### config.mk
export PLATFORM = sky130hd
export DESIGN_NAME = elastic_buffer_skp_ctrl_flat
export DESIGN_NICKNAME = d
export VERILOG_FILES = /design/src/rtl/elastic_buffer_skp_ctrl_if.sv /design/src/rtl/elastic_buffer_skp_ctrl.sv /design/src/flat_wrapper.sv
export SDC_FILE = /design/constraint.sdc
export NUM_CORES = 1
export LEC_CHECK = 0
export ABC_AREA = 1
export CAP_MARGIN = 30
export CORE_AREA = 2 2 74 76
export CTS_CLUSTER_SIZE = 10
export DETAILED_ROUTE_END_ITERATION = 12
export DIE_AREA = 0 0 76 78
export PLACE_DENSITY_LB_ADDON = 0.15
export SLEW_MARGIN = 0
export SYNTH_ARGS = -nofsm -noshare
export SYNTH_HDL_FRONTEND = slang
export SYNTH_SLANG_ARGS = --single-unit
### constraint.sdc
create_clock -name lclk -period 1.85 [get_ports lclk]
set_input_delay 0.2775 -clock lclk [delete_from_list [all_inputs] [get_ports lclk]]
set_output_delay 0.2775 -clock lclk [all_outputs]
set_load 0.005 [all_outputs]
### src/rtl/elastic_buffer_skp_ctrl_if.sv
// Read-side signal bundle between the RX elastic buffer and its SKP scheduler.
// The buffer side (master) supplies fill level and head symbols; the scheduler (slave) steers the pointer.
interface elastic_buffer_skp_ctrl_if #(
  parameter int unsigned ADDR_WIDTH = 4,
  parameter int unsigned CNT_WIDTH  = 8
);
  logic                  enable;
  logic [ADDR_WIDTH:0]   fill_level;
  logic [9:0]            rd_sym;
  logic [9:0]            rd_sym_nxt;
  logic [1:0]            rd_inc;
  logic                  out_vld;
  logic                  skp_added;
  logic                  skp_deleted;
  logic                  underflow;
  logic                  overflow;
  logic [CNT_WIDTH-1:0]  add_cnt;
  logic [CNT_WIDTH-1:0]  del_cnt;

  modport master (
    output enable, fill_level, rd_sym, rd_sym_nxt,
    input  rd_inc, out_vld, skp_added, skp_deleted, underflow, overflow, add_cnt, del_cnt
  );

  modport slave (
    input  enable, fill_level, rd_sym, rd_sym_nxt,
    output rd_inc, out_vld, skp_added, skp_deleted, underflow, overflow, add_cnt, del_cnt
  );
endinterface

### src/rtl/elastic_buffer_skp_ctrl.sv
// Elastic-buffer read scheduler: primes the buffer, then holds/advances/skips the read pointer
// inside COM+SKP ordered sets to keep occupancy centred, with under/overflow and adjust statistics.
module elastic_buffer_skp_ctrl #(
  parameter int unsigned ADDR_WIDTH     = 4,
  parameter int unsigned FIFO_DEPTH     = 16,
  parameter int unsigned HALF_FULL      = 8,
  parameter int unsigned ADD_THRESHOLD  = 5,
  parameter int unsigned DEL_THRESHOLD  = 11,
  parameter logic [9:0]  COM_SYM        = 10'h1BC,
  parameter logic [9:0]  SKP_SYM        = 10'h1A1,
  parameter int unsigned STARTUP_CYCLES = 9,
  parameter int unsigned CNT_WIDTH      = 8
) (
  input logic                    lclk,
  input logic                    lrst_n,
  elastic_buffer_skp_ctrl_if.slave bus
);

  localparam int unsigned FW = ADDR_WIDTH + 1;
  localparam int unsigned SW = $clog2(STARTUP_CYCLES + 1);

  localparam logic [FW-1:0] LvlHalf  = FW'(HALF_FULL);
  localparam logic [FW-1:0] LvlAdd   = FW'(ADD_THRESHOLD);
  localparam logic [FW-1:0] LvlDel   = FW'(DEL_THRESHOLD);
  localparam logic [FW-1:0] LvlFull  = FW'(FIFO_DEPTH);
  localparam logic [SW-1:0] StartEnd = SW'(STARTUP_CYCLES);

  typedef enum logic [1:0] {StFill, StRun, StOs} state_e;

  state_e               state_q, state_d;
  logic [SW-1:0]        start_cnt_q, start_cnt_d;
  logic                 adj_done_q, adj_done_d;
  logic [CNT_WIDTH-1:0] add_cnt_q, add_cnt_d;
  logic [CNT_WIDTH-1:0] del_cnt_q, del_cnt_d;

  logic head_com, head_skp, nxt_skp, fill_empty, fill_full;

  assign head_com   = (bus.rd_sym == COM_SYM);
  assign head_skp   = (bus.rd_sym == SKP_SYM);
  assign nxt_skp    = (bus.rd_sym_nxt == SKP_SYM);
  assign fill_empty = (bus.fill_level == '0);
  assign fill_full  = (bus.fill_level == LvlFull);

  always_comb begin
    state_d         = state_q;
    start_cnt_d     = start_cnt_q;
    adj_done_d      = adj_done_q;
    bus.rd_inc      = 2'd0;
    bus.out_vld     = 1'b0;
    bus.skp_added   = 1'b0;
    bus.skp_deleted = 1'b0;
    bus.underflow   = 1'b0;
    bus.overflow    = 1'b0;

    if (!bus.enable) begin
      // Disable suppresses delivery and re-primes from scratch.
      state_d     = StFill;
      start_cnt_d = '0;
      adj_done_d  = 1'b0;
    end else begin
      unique case (state_q)
        StFill: begin
          if (start_cnt_q < StartEnd) start_cnt_d = start_cnt_q + 1'b1;
          if (start_cnt_d == StartEnd && bus.fill_level >= LvlHalf) state_d = StRun;
        end
        StRun, StOs: begin
          if (fill_empty) begin
            bus.underflow = 1'b1;
            state_d       = StFill;
            start_cnt_d   = '0;
          end else begin
            bus.out_vld  = 1'b1;
            bus.rd_inc   = 2'd1;
            bus.overflow = fill_full;
            if (state_q == StOs && head_skp && !adj_done_q) begin
              if (bus.fill_level < LvlAdd) begin
                bus.rd_inc    = 2'd0;
                bus.skp_added = 1'b1;
                adj_done_d    = 1'b1;
              end else if (nxt_skp && bus.fill_level > LvlDel) begin
                // Needs a second SKP behind the head so the set keeps at least one.
                bus.rd_inc      = 2'd2;
                bus.skp_deleted = 1'b1;
                adj_done_d      = 1'b1;
              end
            end
            if (head_com) begin
              state_d    = StOs;
              adj_done_d = 1'b0;
            end else if (!(state_q == StOs && head_skp)) begin
              state_d = StRun;
            end
          end
        end
        default: state_d = StFill;
      endcase
    end
  end

  always_comb begin
    add_cnt_d = add_cnt_q;
    del_cnt_d = del_cnt_q;
    if (bus.skp_added && add_cnt_q != '1) add_cnt_d = add_cnt_q + 1'b1;
    if (bus.skp_deleted && del_cnt_q != '1) del_cnt_d = del_cnt_q + 1'b1;
  end

  assign bus.add_cnt = add_cnt_q;
  assign bus.del_cnt = del_cnt_q;

  always_ff @(posedge lclk or negedge lrst_n) begin
    if (!lrst_n) begin
      state_q     <= StFill;
      start_cnt_q <= '0;
      adj_done_q  <= 1'b0;
      add_cnt_q   <= '0;
      del_cnt_q   <= '0;
    end else begin
      state_q     <= state_d;
      start_cnt_q <= start_cnt_d;
      adj_done_q  <= adj_done_d;
      add_cnt_q   <= add_cnt_d;
      del_cnt_q   <= del_cnt_d;
    end
  end

endmodule

### src/flat_wrapper.sv
// flat-port wrapper written by rule: the top's interface ports become plain ports
module elastic_buffer_skp_ctrl_flat 
#(
  parameter int unsigned ADDR_WIDTH     = 4,
  parameter int unsigned FIFO_DEPTH     = 16,
  parameter int unsigned HALF_FULL      = 8,
  parameter int unsigned ADD_THRESHOLD  = 5,
  parameter int unsigned DEL_THRESHOLD  = 11,
  parameter logic [9:0]  COM_SYM        = 10'h1BC,
  parameter logic [9:0]  SKP_SYM        = 10'h1A1,
  parameter int unsigned STARTUP_CYCLES = 9,
  parameter int unsigned CNT_WIDTH      = 8
)
  (lclk, lrst_n, bus_enable, bus_fill_level, bus_rd_sym, bus_rd_sym_nxt, bus_rd_inc, bus_out_vld, bus_skp_added, bus_skp_deleted, bus_underflow, bus_overflow, bus_add_cnt, bus_del_cnt);
  elastic_buffer_skp_ctrl_if #(.ADDR_WIDTH(ADDR_WIDTH), .CNT_WIDTH(CNT_WIDTH)) bus_i ();
  input logic lclk;
  input logic lrst_n;
  input wire logic [$bits(bus_i.enable)-1:0] bus_enable;
  input wire logic [$bits(bus_i.fill_level)-1:0] bus_fill_level;
  input wire logic [$bits(bus_i.rd_sym)-1:0] bus_rd_sym;
  input wire logic [$bits(bus_i.rd_sym_nxt)-1:0] bus_rd_sym_nxt;
  output wire logic [$bits(bus_i.rd_inc)-1:0] bus_rd_inc;
  output wire logic [$bits(bus_i.out_vld)-1:0] bus_out_vld;
  output wire logic [$bits(bus_i.skp_added)-1:0] bus_skp_added;
  output wire logic [$bits(bus_i.skp_deleted)-1:0] bus_skp_deleted;
  output wire logic [$bits(bus_i.underflow)-1:0] bus_underflow;
  output wire logic [$bits(bus_i.overflow)-1:0] bus_overflow;
  output wire logic [$bits(bus_i.add_cnt)-1:0] bus_add_cnt;
  output wire logic [$bits(bus_i.del_cnt)-1:0] bus_del_cnt;
  assign bus_i.enable = bus_enable;
  assign bus_i.fill_level = bus_fill_level;
  assign bus_i.rd_sym = bus_rd_sym;
  assign bus_i.rd_sym_nxt = bus_rd_sym_nxt;
  assign bus_rd_inc = bus_i.rd_inc;
  assign bus_out_vld = bus_i.out_vld;
  assign bus_skp_added = bus_i.skp_added;
  assign bus_skp_deleted = bus_i.skp_deleted;
  assign bus_underflow = bus_i.underflow;
  assign bus_overflow = bus_i.overflow;
  assign bus_add_cnt = bus_i.add_cnt;
  assign bus_del_cnt = bus_i.del_cnt;
  elastic_buffer_skp_ctrl #(.ADDR_WIDTH(ADDR_WIDTH), .FIFO_DEPTH(FIFO_DEPTH), .HALF_FULL(HALF_FULL), .ADD_THRESHOLD(ADD_THRESHOLD), .DEL_THRESHOLD(DEL_THRESHOLD), .COM_SYM(COM_SYM), .SKP_SYM(SKP_SYM), .STARTUP_CYCLES(STARTUP_CYCLES), .CNT_WIDTH(CNT_WIDTH)) u_core (.lclk(lclk), .lrst_n(lrst_n), .bus(bus_i));
endmodule
==> impl_metrics.ini, run 1 <==
[cells_and_area]
multiInputGateArea_mm2 = 0.001091
seq_area_um2 = 576.8
fin_area_mm2 = 0.002711
final_cells = 401
drive_gt1_frac = 0.2900
nFillCells = 489
area_growth_syn_to_layout_pct = 55.34
nets = 367
antenna_cells = 0
fin_util = 0.5377

[drt]
drt-pass1-iter-count = 4
postRouteAntennaNets = 0
wl_mm = 4.361
drc = 0
via_per_inst = 4.574
wl_per_cell_um = 10.88
drtIter0Drc = 44
vias = 1834

[synthesis]
synth-xor-area-share = 0.01004
yosys-top-cells-area = dfrtp_1, nand2_1, inv_1, nand3_1, nor2_1
synth_compound_area_frac = 0.06882
synth_seq_area_share = 0.3297
synth_fa_ha_area_frac = 0.05018
syn_avg_cell_area_um2 = 7.066
synth.largest_area_cell = dfrtp_1
syn_inst = 247
synthMuxAreaShare = 0
syn-num-nets = 282
synth_top_area_share = 0.3297
synth_top_family_by_area = simple AND/OR/NAND/NOR gates
synth.distinct_cells = 31
yosys_warnings = 0
netlist_area_mm2 = 0.001745
ys_seq_elements = 23
yosys.area_share.simple = 0.4258

[setup_path]
r2r_start = u_core.state_q[0]
start_kind = register
path_class = register to output pin
end_kind = output pin
arrival_ns = 1.67
required_ns = 1.57
startpoint = u_core.state_q[1]
cp_max_fo = 3

[floorplan]
core-area_mm2 = 0.005042
initial_core_util = 0.3462
rows = 26
die_h_um = 78
dieArea_mm2 = 0.005928
pin_count = 51
dieWidth_um = 76

[sta]
finalWorstPathRequiredPeriod_ns = 1.945
timing.fmax_mhz = 514.2
max_slew_margin = 0.7741
fin_ws_ns = -0.09473
slew_violations = 0
worst_slew_pin_slew_ns = 0.3363
clock_skew_ns = 0.008123
setup_violations = 3
post-route-period-util = 1.051
final_hold_viol_count = 0
fin_setup_tns_ns = -0.1340
rsz0062_at_grt = yes

[placed_design]
placed_cell_area_mm2 = 0.002521
io_buffer_count = 50
dp_hpwl_mm = 3.303
gp_congestion = 0.7708
placed_cells = 392

[grt]
antenna_found_initial = 0
grt_use_total = 0.1469
grt_pass1_wl_mm = 7.148
grt_start_max_net_pins = 24
grt_pass1_vias = 1644
overflow = 0

[clock_network]
htreeDepth = 1
insertion_delay_ns = 0.27
clk_pin_slew_ns = 0.09
numCtsBuffers = 3
clock_sinks = 23
cts_buffer_depth = 2
cts_tree = yes
clock-root-buffer = clkbuf_8

[flow_run]
cap_viol_max_count = 0

[power_and_ir_drop]
p_per_area_mw_per_mm2 = 467.3
peakVddDrop_mv = 0.2542
power_leakage_nw = 1.290
netSwitchingPower_uw = 397.2
p_int_uw = 869.8
seqPwrFrac = 0.421
netSwitchingFraction = 0.3135
pwr-share-comb = 0.316
clockPowerShare = 0.263

[hold_path]
hold_class = input port to async pin

[run_status]
status = finished with violations
violations = negative setup slack
==> power by group through the flow <==
stage               Combinational, mW  Clock [mW]  Sequential (mW)
CTS                             0.414       0.348            0.534
global placement                0.360           0            0.542
global route                    0.448       0.369            0.537
finish                          0.401       0.333            0.533
floorplan                       0.183           0            0.542
detailed placement              0.361           0            0.543
==> per-stage QoR <==
step	worst slack (ns)	hold WS (ns)	power [mW]
3_3_place_gp	-0.4243	0.4955	0.9021
5_1_grt	-0.1808	0.3907	1.354
4_1_cts	-0.1673	0.3667	1.296
2_1_floorplan	0.1383	-0.01809	0.7248
6_report	-0.09473	0.3499	1.267
3_5_place_dp	-0.4221	0.4960	0.9039
==> metal layers <==
layer	global-route usage	vias up	part of all wire	wire length, um
li1	-	958	-	-
met4	0.04909	0	0.019	82
met5	0	-	0	0
met3	0.02674	9	0.047	207
met1	0.1931	818	0.45	1964
met2	0.2446	49	0.48	2106
==> worst paths after layout <==
path                                          to  slack, ns  depth (start not counted)
min reg2reg                u_core.bus.del_cnt[7]       0.52                          2
max                              bus_skp_deleted      -0.09                         10
min in group lclk          u_core.bus.del_cnt[7]       0.52                          2
max in group asynchronous      u_core.state_q[1]       1.25                          2
min                        u_core.start_cnt_q[3]       0.35                          2
max reg2reg                u_core.bus.del_cnt[2]       0.09                         12
==> registers in the layout (all words and copies together), names as in the netlist <==
signal	flops
u_core.adj_done_q	1
u_core.bus.del_cnt	8
u_core.bus.add_cnt	8
u_core.start_cnt_q	4
u_core.state_q	2
==> layout make-up <==
class                           instances  area share
Inverter                               51     0.07199
Sequential cell                        23      0.2127
Multi-Input combinational cell        173      0.4024
Clock inverter                          1    0.001846
Tap cell                               70     0.03230
Timing Repair Buffer                   80      0.2635
Clock buffer                            3     0.01523
==> what timing repair did <==
| item | 4_1_cts | 5_1_grt |
|---|---|---|
| setup buffers | 5 | 2 |
| hold buffers | 0 | 0 |
| gates cloned | 0 | 1 |
| resized for setup | 50 | 16 |
| pin swaps | 13 | 12 |
| endpoints found under the setup margin | 7 | 20 |
==> synth_stat cells <==
master and n:
o21ai_1 12, nand3_1 22, nand2_2 2, nor4b_1 1, inv_4 1, o21ai_0 2
nor2_8 1, nor3_2 2, o32ai_1 1, inv_2 6, nand2_1 57, nand2_4 1
and3_1 1, or2_1 1, nand3_4 3, clkinv_1 1, nor2_1 25, inv_1 43
dfrtp_1 23, nor2_2 2, or2_2 1, o31ai_1 1, xnor2_1 2, nor2_4 5
ha_1 7, a21oi_1 5, nand3_2 3, nand4_1 10, nor3_1 4, buf_4 1
a21oi_2 1
==> cell families after synthesis <==
group / after synthesis
AND/OR/NAND/NOR: 141
adder cells (fa/ha/maj): 7
AO/OA/AOI/OAI: 22
buffers and inverters: 52
XOR/XNOR: 2
flip-flops: 23
==> critical path: stages (launching register included) <==
cell and delay, ns:
dfrtp_2 0.42, inv_2 0.06, ha_4 0.27, nand2_4 0.05
inv_2 0.06, nand2_4 0.06, inv_4 0.06, nand3_4 0.10
nor2_4 0.11, buf_6 0.11, buf_6 0.08
==> placed cells by master, fill, tap and decap left out, drive strengths merged, types with 4 or more instances in the layout <==
cell           netlist  routed
nand4               10      10
ha                   7       7
buf                  1      36
o21ai               14      14
inv                 50      50
a21oi                6       6
clkbuf               0       4
nand2               60      60
nor2                33      33
nand3               28      29
dfrtp               23      23
nor3                 6       6
clkdlybuf4s50        0      43
No activity file was read; power rests on OpenSTA's default activity.
==> run 2, diff against run 1 <==
--- a/config.mk
+++ b/config.mk
@@ -11,6 +11,7 @@
 export CTS_CLUSTER_SIZE = 10
 export DETAILED_ROUTE_END_ITERATION = 12
 export DIE_AREA = 0 0 76 78
+export GPL_TIMING_DRIVEN = 0
 export PLACE_DENSITY_LB_ADDON = 0.15
 export SLEW_MARGIN = 0
 export SYNTH_ARGS = -nofsm -noshare
==> run 2 against run 1 <==
  * The flow still finishes with violations (negative setup slack)
  * Sequential share of layout area barely moved
  * Cell count fell by 3.2%
  * Clock power barely moved
  * Worst hold slack got worse by 0.068 ns
  * Sequential power barely moved
  * Wire length rose by 2.7%
  * Clock skew fell by 0.0044 ns
  * Critical path type unchanged
  * Largest cell class unchanged
  * Highest routed layer unchanged
==> impl_metrics.ini, run 2 (same netlist as run 1, synthesis figures left out) <==
[power_and_ir_drop]
peakVddDrop_mv = 0.2906
power_leakage_nw = 1.265
p_per_area_mw_per_mm2 = 464.1

[sta]
max_slew_margin = 0.7032
post-route-period-util = 1.111
timing.fmax_mhz = 486.6
rsz0062_at_grt = yes
setup_violations = 16
slew_violations = 0
worst_slew_pin_slew_ns = 0.4418
clock_skew_ns = 0.003701
finalWorstPathRequiredPeriod_ns = 2.055
fin_setup_tns_ns = -1.429
fin_ws_ns = -0.2049
final_hold_viol_count = 0

[placed_design]
placed_cell_area_mm2 = 0.002361
io_buffer_count = 50
preCtsSetupSlack_ns = -0.6078
dp_hpwl_mm = 3.199
gp_congestion = 0.7470

[setup_path]
path_buf_inv = 4
required_ns = 1.57
path_class = register to output pin
cp_max_fo = 3
arrival_ns = 1.78
start_kind = register
slowest_stage = dfrtp_1
end_kind = output pin
crit_family = simple AND/OR/NAND/NOR gates
path_cells = inv_2 -> ha_4 -> nand2_4 -> nor2_4 -> nand2_2 -> nor2_4 -> nand3_4 -> nor2_4 -> buf_6 -> buf_6 -> buf_6
cpPeakStageDelay_ns = 0.41

[cells_and_area]
drive_gt1_frac = 0.2704
final_common_cell = nand2_1
antenna_cells = 0
layout_common_cells = nand2_1, clkdlybuf4s50_1, inv_1
area_growth_syn_to_layout_pct = 54.91
fin_area_mm2 = 0.002704
nets = 354

[clock_network]
clk_pin_slew_ns = 0.09
htreeDepth = 1
holdBufCountCts = 0
numCtsBuffers = 3
clock-root-buffer = clkbuf_8
cts_buffer_depth = 2
cts_tree = yes
insertion_delay_ns = 0.27
clock_sinks = 23

[drt]
vias = 1792
drt-pass1-iter-count = 4
wl_mm = 4.478
postRouteAntennaNets = 0
via_per_inst = 4.619
drc = 0
wl_per_cell_um = 11.54
drtIter0Drc = 57

[floorplan]
rows = 26
core-area_mm2 = 0.005042
pin_count = 51
initial_core_util = 0.3462
die_h_um = 78
dieArea_mm2 = 0.005928
dieWidth_um = 76

[grt]
grt_pass1_vias = 1579
grt_use_total = 0.1499
antenna_found_initial = 0
grt_start_max_net_pins = 20
grt_pass1_wl_mm = 7.245
overflow = 0

[flow_run]
cap_viol_max_count = 0

[hold_path]
hold_class = input port to async pin

[run_status]
status = finished with violations
violations = negative setup slack
run 2: final cells by class:
cell class | instances | area [um^2]
Fill cell | 496 | 2338
Timing Repair Buffer | 66 | 658.1
Buffer | 1 | 11.26
Tap cell | 70 | 87.58
Sequential cell | 23 | 575.6
Multi-Input combinational cell | 173 | 1127
Inverter | 51 | 197.7
Clock buffer | 3 | 41.29
Clock inverter | 1 | 5.005
run 2: final timing paths:
check	from	end	slack, ns	cells after the start
setup / recovery	u_core.state_q[0]	bus_rd_inc[1]	-0.20	11
hold / removal	lrst_n	u_core.start_cnt_q[0]	0.28	1
setup reg to reg	u_core.state_q[0]	u_core.bus.del_cnt[7]	-0.11	13
hold reg to reg	u_core.bus.add_cnt[0]	u_core.bus.add_cnt[0]	0.53	1
max in group asynchronous	lrst_n	u_core.bus.del_cnt[2]	1.14	2
min in group lclk	u_core.bus.add_cnt[0]	u_core.bus.add_cnt[0]	0.53	1
run 2: timing repair:
action / in CTS / in global routing
gates resized for setup: 52 / 27
gates cloned: 0 / 1
setup endpoints to repair: 7 / 22
buffers inserted: 13 / 3
pin swaps: 12 / 15
run 2: report_power, final:
group | switching, mW | internal (mW) | total [mW]
combinational | 0.207 | 0.179 | 0.386
clock | 0.182 | 0.151 | 0.333
sequential | 0.0150 | 0.521 | 0.536
run 2: per-layer routing:
layer  GRT usage  wire length, um
met5           0                0
met4     0.04909               53
met3     0.02907              198
met2      0.2563             2214
met1      0.1909             2012
run 2: through the flow:
step / cells / hold WS [ns] / total power [mW] / utilization
floorplan: 247 / -0.01809 / 0.7248 / -
global placement: 367 / 0.4901 / 0.8474 / 0.4628
detailed placement: 368 / 0.5047 / 0.8592 / 0.4682
CTS: 385 / 0.2881 / 1.247 / 0.5139
global route: 388 / 0.2980 / 1.337 / 0.5362
finish: 388 / 0.2824 / 1.255 / 0.5362
